`src/rtl/rescue_drone_mission_ctrl.sv`:
```
// Mission controller for the rescue drone: sequences launch, search, image
// capture, return and landing, with fault, low-battery and abort handling.
//
// state         | meaning
// --------------+-----------------------------------------------
// IDLE          | on the ground, waiting for a start command
// INIT          | sensor self-test, bounded by INIT_TIMEOUT
// TAKEOFF       | climbing until above TAKEOFF_ALT
// SEARCH        | cruising, looking for a thermal signature
// TARGET_FOUND  | hovering over a target, waiting for image result
// IMAGE_CAPTURE | hovering for CAPTURE_CYCLES while the camera runs
// RETURN_BASE   | flying home, descending to LAND_ALT
// LAND          | final descent until docked and charging
// MANUAL        | operator has control
// FAIL          | fault latched, waits for acknowledge
// MAINTENANCE   | ground service / self-test
module rescue_drone_mission_ctrl #(
  parameter int ALT_W          = 8,
  parameter int TAKEOFF_ALT    = 50,
  parameter int LAND_ALT       = 2,
  parameter int BATT_W         = 8,
  parameter int BATT_LOW       = 20,
  parameter int TIMER_W        = 16,
  parameter int INIT_TIMEOUT   = 255,
  parameter int CAPTURE_CYCLES = 1000,
  parameter int MAX_TARGETS    = 4,
  parameter int CNT_W          = $clog2(MAX_TARGETS + 1)
) (
  input  logic              clk,
  input  logic              reset,
  input  logic [1:0]        i_cmd,
  input  logic              i_cmd_valid,
  input  logic [ALT_W-1:0]  i_altitude,
  input  logic [BATT_W-1:0] i_battery,
  input  logic              i_err,
  input  logic              i_sensor_ok,
  input  logic              i_man_ctrl,
  input  logic              i_thermal_found,
  input  logic [1:0]        i_img_pass,
  input  logic              i_is_charging,
  output logic [3:0]        o_state_out,
  output logic [1:0]        o_propellor_status,
  output logic              o_check_sensors,
  output logic              o_image_scan,
  output logic              o_destination,
  output logic              o_manual_control,
  output logic              o_flight_error,
  output logic              o_maintenance_req,
  output logic              o_batt_low,
  output logic [CNT_W-1:0]  o_target_count,
  output logic              o_capture_done
);

  typedef enum logic [3:0] {
    S_IDLE          = 4'd0,
    S_INIT          = 4'd1,
    S_TAKEOFF       = 4'd2,
    S_SEARCH        = 4'd3,
    S_TARGET_FOUND  = 4'd4,
    S_IMAGE_CAPTURE = 4'd5,
    S_RETURN_BASE   = 4'd6,
    S_LAND          = 4'd7,
    S_MANUAL        = 4'd8,
    S_FAIL          = 4'd9,
    S_MAINTENANCE   = 4'd10
  } state_t;

  localparam logic [1:0] PROP_OFF    = 2'b00;
  localparam logic [1:0] PROP_CLIMB  = 2'b01;
  localparam logic [1:0] PROP_CRUISE = 2'b10;
  localparam logic [1:0] PROP_HOVER  = 2'b11;

  state_t             r_state;
  logic [TIMER_W-1:0] r_timer;
  logic [CNT_W-1:0]   r_target_count;
  logic               r_batt_low;
  logic               r_capture_done;
  logic [1:0]         r_prop;
  logic               r_check_sensors;
  logic               r_image_scan;
  logic               r_destination;
  logic               r_manual_control;
  logic               r_flight_error;
  logic               r_maintenance_req;

  state_t             w_next;
  logic               w_start;
  logic               w_maint_cmd;
  logic               w_abort;
  logic               w_air_exit;
  state_t             w_air_next;
  logic               w_cap_done;
  logic               w_clear_count;
  logic [CNT_W-1:0]   w_count_sat;
  logic               w_init_tc;
  logic               w_capture_tc;
  logic               w_hold_timer;

  assign w_start      = i_cmd_valid && (i_cmd == 2'b01);
  assign w_maint_cmd  = i_cmd_valid && (i_cmd == 2'b10);
  assign w_abort      = i_cmd_valid && (i_cmd == 2'b11);
  // Shared exit for every airborne state; fault outranks battery and abort.
  assign w_air_exit   = i_err || r_batt_low || w_abort;
  assign w_air_next   = i_err ? S_FAIL : S_RETURN_BASE;
  assign w_init_tc    = (r_timer == TIMER_W'(INIT_TIMEOUT - 1));
  assign w_capture_tc = (r_timer == TIMER_W'(CAPTURE_CYCLES - 1));
  assign w_count_sat  = (r_target_count == CNT_W'(MAX_TARGETS)) ?
                        r_target_count : r_target_count + CNT_W'(1);
  assign w_hold_timer = (r_state == S_INIT) || (r_state == S_IMAGE_CAPTURE);

  // Next-state selection from the registered state and current inputs.
  always_comb begin
    w_next        = r_state;
    w_cap_done    = 1'b0;
    w_clear_count = 1'b0;
    case (r_state)
      S_IDLE: begin
        if (w_start) w_next = S_INIT;
      end
      S_INIT: begin
        if (i_err) begin
          w_next = S_FAIL;
        end else if (i_sensor_ok) begin
          w_next        = S_TAKEOFF;
          w_clear_count = 1'b1;
        end else if (w_init_tc) begin
          w_next = S_FAIL;
        end
      end
      S_TAKEOFF: begin
        if (w_air_exit) w_next = w_air_next;
        else if (i_altitude > ALT_W'(TAKEOFF_ALT)) w_next = S_SEARCH;
      end
      S_SEARCH: begin
        if (w_air_exit) w_next = w_air_next;
        else if (i_thermal_found) w_next = S_TARGET_FOUND;
        else if (i_man_ctrl) w_next = S_MANUAL;
      end
      S_TARGET_FOUND: begin
        if (w_air_exit) w_next = w_air_next;
        else if (i_thermal_found && (i_img_pass == 2'b10)) w_next = S_IMAGE_CAPTURE;
        else if (i_img_pass == 2'b01) w_next = S_SEARCH;
      end
      S_IMAGE_CAPTURE: begin
        if (w_air_exit) begin
          w_next = w_air_next;
        end else if (w_capture_tc) begin
          w_cap_done = 1'b1;
          w_next     = (w_count_sat == CNT_W'(MAX_TARGETS)) ? S_RETURN_BASE : S_SEARCH;
        end
      end
      S_MANUAL: begin
        if (w_air_exit) w_next = w_air_next;
        else if (!i_man_ctrl) w_next = S_SEARCH;
        else if (w_maint_cmd) w_next = S_MAINTENANCE;
      end
      S_RETURN_BASE: begin
        if (i_err) w_next = S_FAIL;
        else if (i_altitude <= ALT_W'(LAND_ALT)) w_next = S_LAND;
      end
      S_LAND: begin
        if (i_err) w_next = S_FAIL;
        else if (i_is_charging) w_next = S_IDLE;
      end
      S_FAIL: begin
        if (w_start) w_next = S_MAINTENANCE;
      end
      S_MAINTENANCE: begin
        if (i_man_ctrl) w_next = S_MANUAL;
        else if (!i_err) w_next = S_IDLE;
      end
      default: w_next = S_IDLE;
    endcase
  end

  // State register with Moore outputs registered from the next state.
  always_ff @(posedge clk or posedge reset) begin
    if (reset) begin
      r_state           <= S_IDLE;
      r_prop            <= PROP_OFF;
      r_check_sensors   <= 1'b0;
      r_image_scan      <= 1'b0;
      r_destination     <= 1'b0;
      r_manual_control  <= 1'b0;
      r_flight_error    <= 1'b0;
      r_maintenance_req <= 1'b0;
    end else begin
      r_state           <= w_next;
      r_prop            <= PROP_OFF;
      r_check_sensors   <= 1'b0;
      r_image_scan      <= 1'b0;
      r_destination     <= 1'b0;
      r_manual_control  <= 1'b0;
      r_flight_error    <= 1'b0;
      r_maintenance_req <= 1'b0;
      case (w_next)
        S_INIT:          r_check_sensors <= 1'b1;
        S_TAKEOFF:       r_prop <= PROP_CLIMB;
        S_SEARCH:        r_prop <= PROP_CRUISE;
        S_TARGET_FOUND: begin
          r_prop       <= PROP_HOVER;
          r_image_scan <= 1'b1;
        end
        S_IMAGE_CAPTURE: begin
          r_prop       <= PROP_HOVER;
          r_image_scan <= 1'b1;
        end
        S_RETURN_BASE: begin
          r_prop        <= PROP_CRUISE;
          r_destination <= 1'b1;
        end
        S_LAND: begin
          r_prop        <= PROP_CLIMB;
          r_destination <= 1'b1;
        end
        S_MANUAL:        r_manual_control <= 1'b1;
        S_FAIL:          r_flight_error <= 1'b1;
        S_MAINTENANCE: begin
          r_maintenance_req <= 1'b1;
          r_check_sensors   <= 1'b1;
        end
        default: ;
      endcase
    end
  end

  // Dwell timer, target counter, capture pulse and the battery flag.
  always_ff @(posedge clk or posedge reset) begin
    if (reset) begin
      r_timer        <= '0;
      r_target_count <= '0;
      r_capture_done <= 1'b0;
      r_batt_low     <= 1'b0;
    end else begin
      // Terminal compares force an exit before the timer could ever wrap.
      if ((w_next == r_state) && w_hold_timer) r_timer <= r_timer + TIMER_W'(1);
      else r_timer <= '0;
      if (w_cap_done) r_target_count <= w_count_sat;
      else if (w_clear_count) r_target_count <= '0;
      r_capture_done <= w_cap_done;
      r_batt_low     <= (i_battery < BATT_W'(BATT_LOW));
    end
  end

  assign o_state_out        = r_state;
  assign o_propellor_status = r_prop;
  assign o_check_sensors    = r_check_sensors;
  assign o_image_scan       = r_image_scan;
  assign o_destination      = r_destination;
  assign o_manual_control   = r_manual_control;
  assign o_flight_error     = r_flight_error;
  assign o_maintenance_req  = r_maintenance_req;
  assign o_batt_low         = r_batt_low;
  assign o_target_count     = r_target_count;
  assign o_capture_done     = r_capture_done;

endmodule

```
`config.mk`:
```
export PLATFORM = sky130hd
export DESIGN_NAME = rescue_drone_mission_ctrl
export DESIGN_NICKNAME = d
export VERILOG_FILES = /design/src/rtl/rescue_drone_mission_ctrl.sv
export SDC_FILE = /design/constraint.sdc
export NUM_CORES = 1
export LEC_CHECK = 0
export CAP_MARGIN = 20
export CORE_ASPECT_RATIO = 1.75
export CORE_UTILIZATION = 55
export CTS_CLUSTER_SIZE = 40
export DETAILED_ROUTE_END_ITERATION = 8
export PLACE_DENSITY = 0.9
export SYNTH_ARGS = -nofsm -noshare
export SYNTH_HDL_FRONTEND = slang
export SYNTH_SLANG_ARGS = --single-unit
```
`constraint.sdc`:
```
create_clock -name clk -period 3.8 [get_ports clk]
set_input_delay 0.76 -clock clk [delete_from_list [all_inputs] [get_ports clk]]
set_output_delay 0.76 -clock clk [all_outputs]
set_load 0.02 [all_outputs]
```
==> flow_summary.toml <==
[status]
outcome = "finished, final reports clean"

[logic_synthesis]
avgSynthCellArea_um2 = 8.84
synth_cell_types = 54
ys_seq_area_share_pct = 39.4
netlist_area_mm2 = 0.00210
synth_flop_cell = "dfrtp_1"
synth_area_leaders = "dfrtp_1 39%, nor2_1 6.4%, nand2_1 4.3%, xor2_1 3.3%, o21ai_0 3.1%"
syn_nets = 269
synth_top_area_cell = "dfrtp_1"
synth.top_cells.by_count = "36 x nor2_1, 33 x dfrtp_1, 24 x nand2_1"
yosysMostFrequentCell = "nor2_1"
syn_inst = 237
synth_top_area_share_pct = 39.4
yosys_warnings = 0
synth_edf_count = 0
ys_ff_latch = 33
async_flop_share_pct = 100

[timing]
fin_tns_setup_ns = 0
drv_slew = 0
max_freq_ghz = 0.321
period_share_pct = 81.9
timing.final.crit_period_ns = 3.11
slew-limit-headroom_pct = 48.4
rsz0062_at_grt = "false"
whs_ns = 0.481
skew_ns = 0.00760
hold_viol = 0
tightest_slew_ns = 0.754
setup_violations = 0

[floorplan]
ios = 45
start_util_pct = 57.8
fp.dieArea_mm2 = 0.00407
core-area_mm2 = 0.00363
die_w_um = 48.7
dieHeight_um = 83.7
row_count = 29

[clocking]
clk_pin_slew_ns = 0.06
clockBufferDepth = 2
clock_latency_ns = 0.29
cts_setup_buffers = 0
cts_sinks = 33
numCtsBuffers = 5
cts-resized-gates = 0
cts_tree = "built"
ctsHtreeMaxLevel = 2
cts_hold_buf = 0
ctsRootBufferMaster = "clkbuf_8"

[grt]
grt_max_degree = 34
antenna_found_initial = 0
grt_pass1_vias = 1852
grt_use_total_pct = 25.8
grt_overflow = 0
grt_pass1_wl_um = 8070

[place]
dp_hpwl_um = 3610
place_area_mm2 = 0.00251
port_buffers = 42
routabilityCongestion = 0.897

[layout]
syn2layout_area_growth_pct = 23.8
fin_nets = 313
regArea_um2 = 826
fillers = 280
multi_input_area_mm2 = 0.00114
fin_area_mm2 = 0.00259
layout-drive-gt1-share_pct = 8.87
insertedDiodeCount = 0

[detailed_routing]
m1WireLength_um = 1840
route.detailed.drc = 0
antenna_left = 0
wl_met2_um = 2680
first_iter_violations = 89
totalWireLength_um = 4890
avgViaCountPerCell = 5.76
met3_length_um = 201
routed.top_layer = "met4"
num_vias = 1890
first_pass_iters = 4
routedWlPerCell_um = 14.9

[setup_path]
path_class = "in2reg"
slowest_stage = "clkdlybuf4s50_1"
crit_path_max_fanout = 12
worstPathRequired_ns = 4.00
crit_chain = "clkdlybuf4s50_1, a311o_2, o21ai_0, a41oi_1, nor3_1, nand2_1, o22ai_1"
cpPeakStageDelay_ns = 0.62
start_kind = "primary input"
crit_buf_inv = 1
end_kind = "flop"
critPathTopFamily = "compound AO/OA/AOI/OAI gates"
critPathArrivalTime_ns = 3.31

[flow_run]
cap_violations = 0

[power_and_ir_drop]
finalPower_w = 0.00137
p_leak_nw = 1.08
powerDensity_mw_per_mm2 = 527
max-vdd-ir-drop_mv = 0.519

[worst_hold_path]
hold_class = "reg2reg"
## state kept, by name (all words and copies together) (netlist names)
register	count
r_timer	16
o_manual_control	1
o_target_count	3
o_maintenance_req	1
o_flight_error	1
o_capture_done	1
o_image_scan	1
o_check_sensors	1
o_destination	1
o_state_out	4
o_batt_low	1
o_propellor_status	2
## placed cells by master (no fill, tap or decap), types with 3 or more instances in the layout
cell type,Yosys,layout
buf_4,0,3
clkdlybuf4s50_1,0,42
nor2_1,36,36
nand2_1,24,24
ha_1,4,4
o21ai_0,13,13
a21oi_1,7,7
clkbuf_8,4,5
inv_1,12,12
o22ai_1,4,4
nand3b_1,4,4
xor2_1,8,8
nor2b_1,4,4
xnor2_1,6,6
nand2b_1,4,4
nor4_1,4,4
and3_1,5,5
dfrtp_1,33,33
nand3_1,8,8
nor3_1,7,7
nand4_1,6,6
## final cells by class
type                    count  share of cell area, %
flip-flops and latches     33                   31.8
inverters                  12                   1.74
clock buffers               5                   2.65
repair buffers             45                   17.1
well taps                  46                   2.22
multi-input cells         184                   43.8
clock inverters             3                  0.675
## per-stage QoR
stage	cells	setup WS, ns	utilization (%)
after CTS	328	0.717	71.5
after global routing	328	0.495	71.5
final	328	0.688	71.5
after global placement	320	0.470	69.1
after floorplan	237	1.34	-
after detailed placement	320	0.426	69.1
## layer usage
layer	global-route usage, %	up-vias
li1	-	932
met1	28.1	877
met5	0	-
met2	45.8	66
met3	4.37	15
met4	14.7	0
## cell families after synthesis
family                   share of synthesized area (%)
flip-flops                                        39.4
AO/OA/AOI/OAI                                     15.3
buffers and inverters                             6.33
XOR/XNOR                                          5.85
multiplexers                                     0.955
adder cells (fa/ha/maj)                           2.39
AND/OR/NAND/NOR                                   29.8
## where the power goes
part	switching, W	internal, W
clock	0.000131	0.000126
combinational	0.000334	0.000283
sequential	0.0000913	0.000403
## worst paths after layout
kind                              from                     to  slack (ns)  depth (start not counted)
max                              i_err        o_check_sensors        0.69                          7
min                         r_timer[0]             r_timer[0]        0.48                          1
max reg2reg                r_timer[11]        o_check_sensors        1.13                          7
min reg2reg                 r_timer[0]             r_timer[0]        0.48                          1
max in group asynchronous        reset      o_target_count[1]        2.65                          3
min in group asynchronous        reset  o_propellor_status[1]        0.85                          3
(Power assumes the default switching activity.)
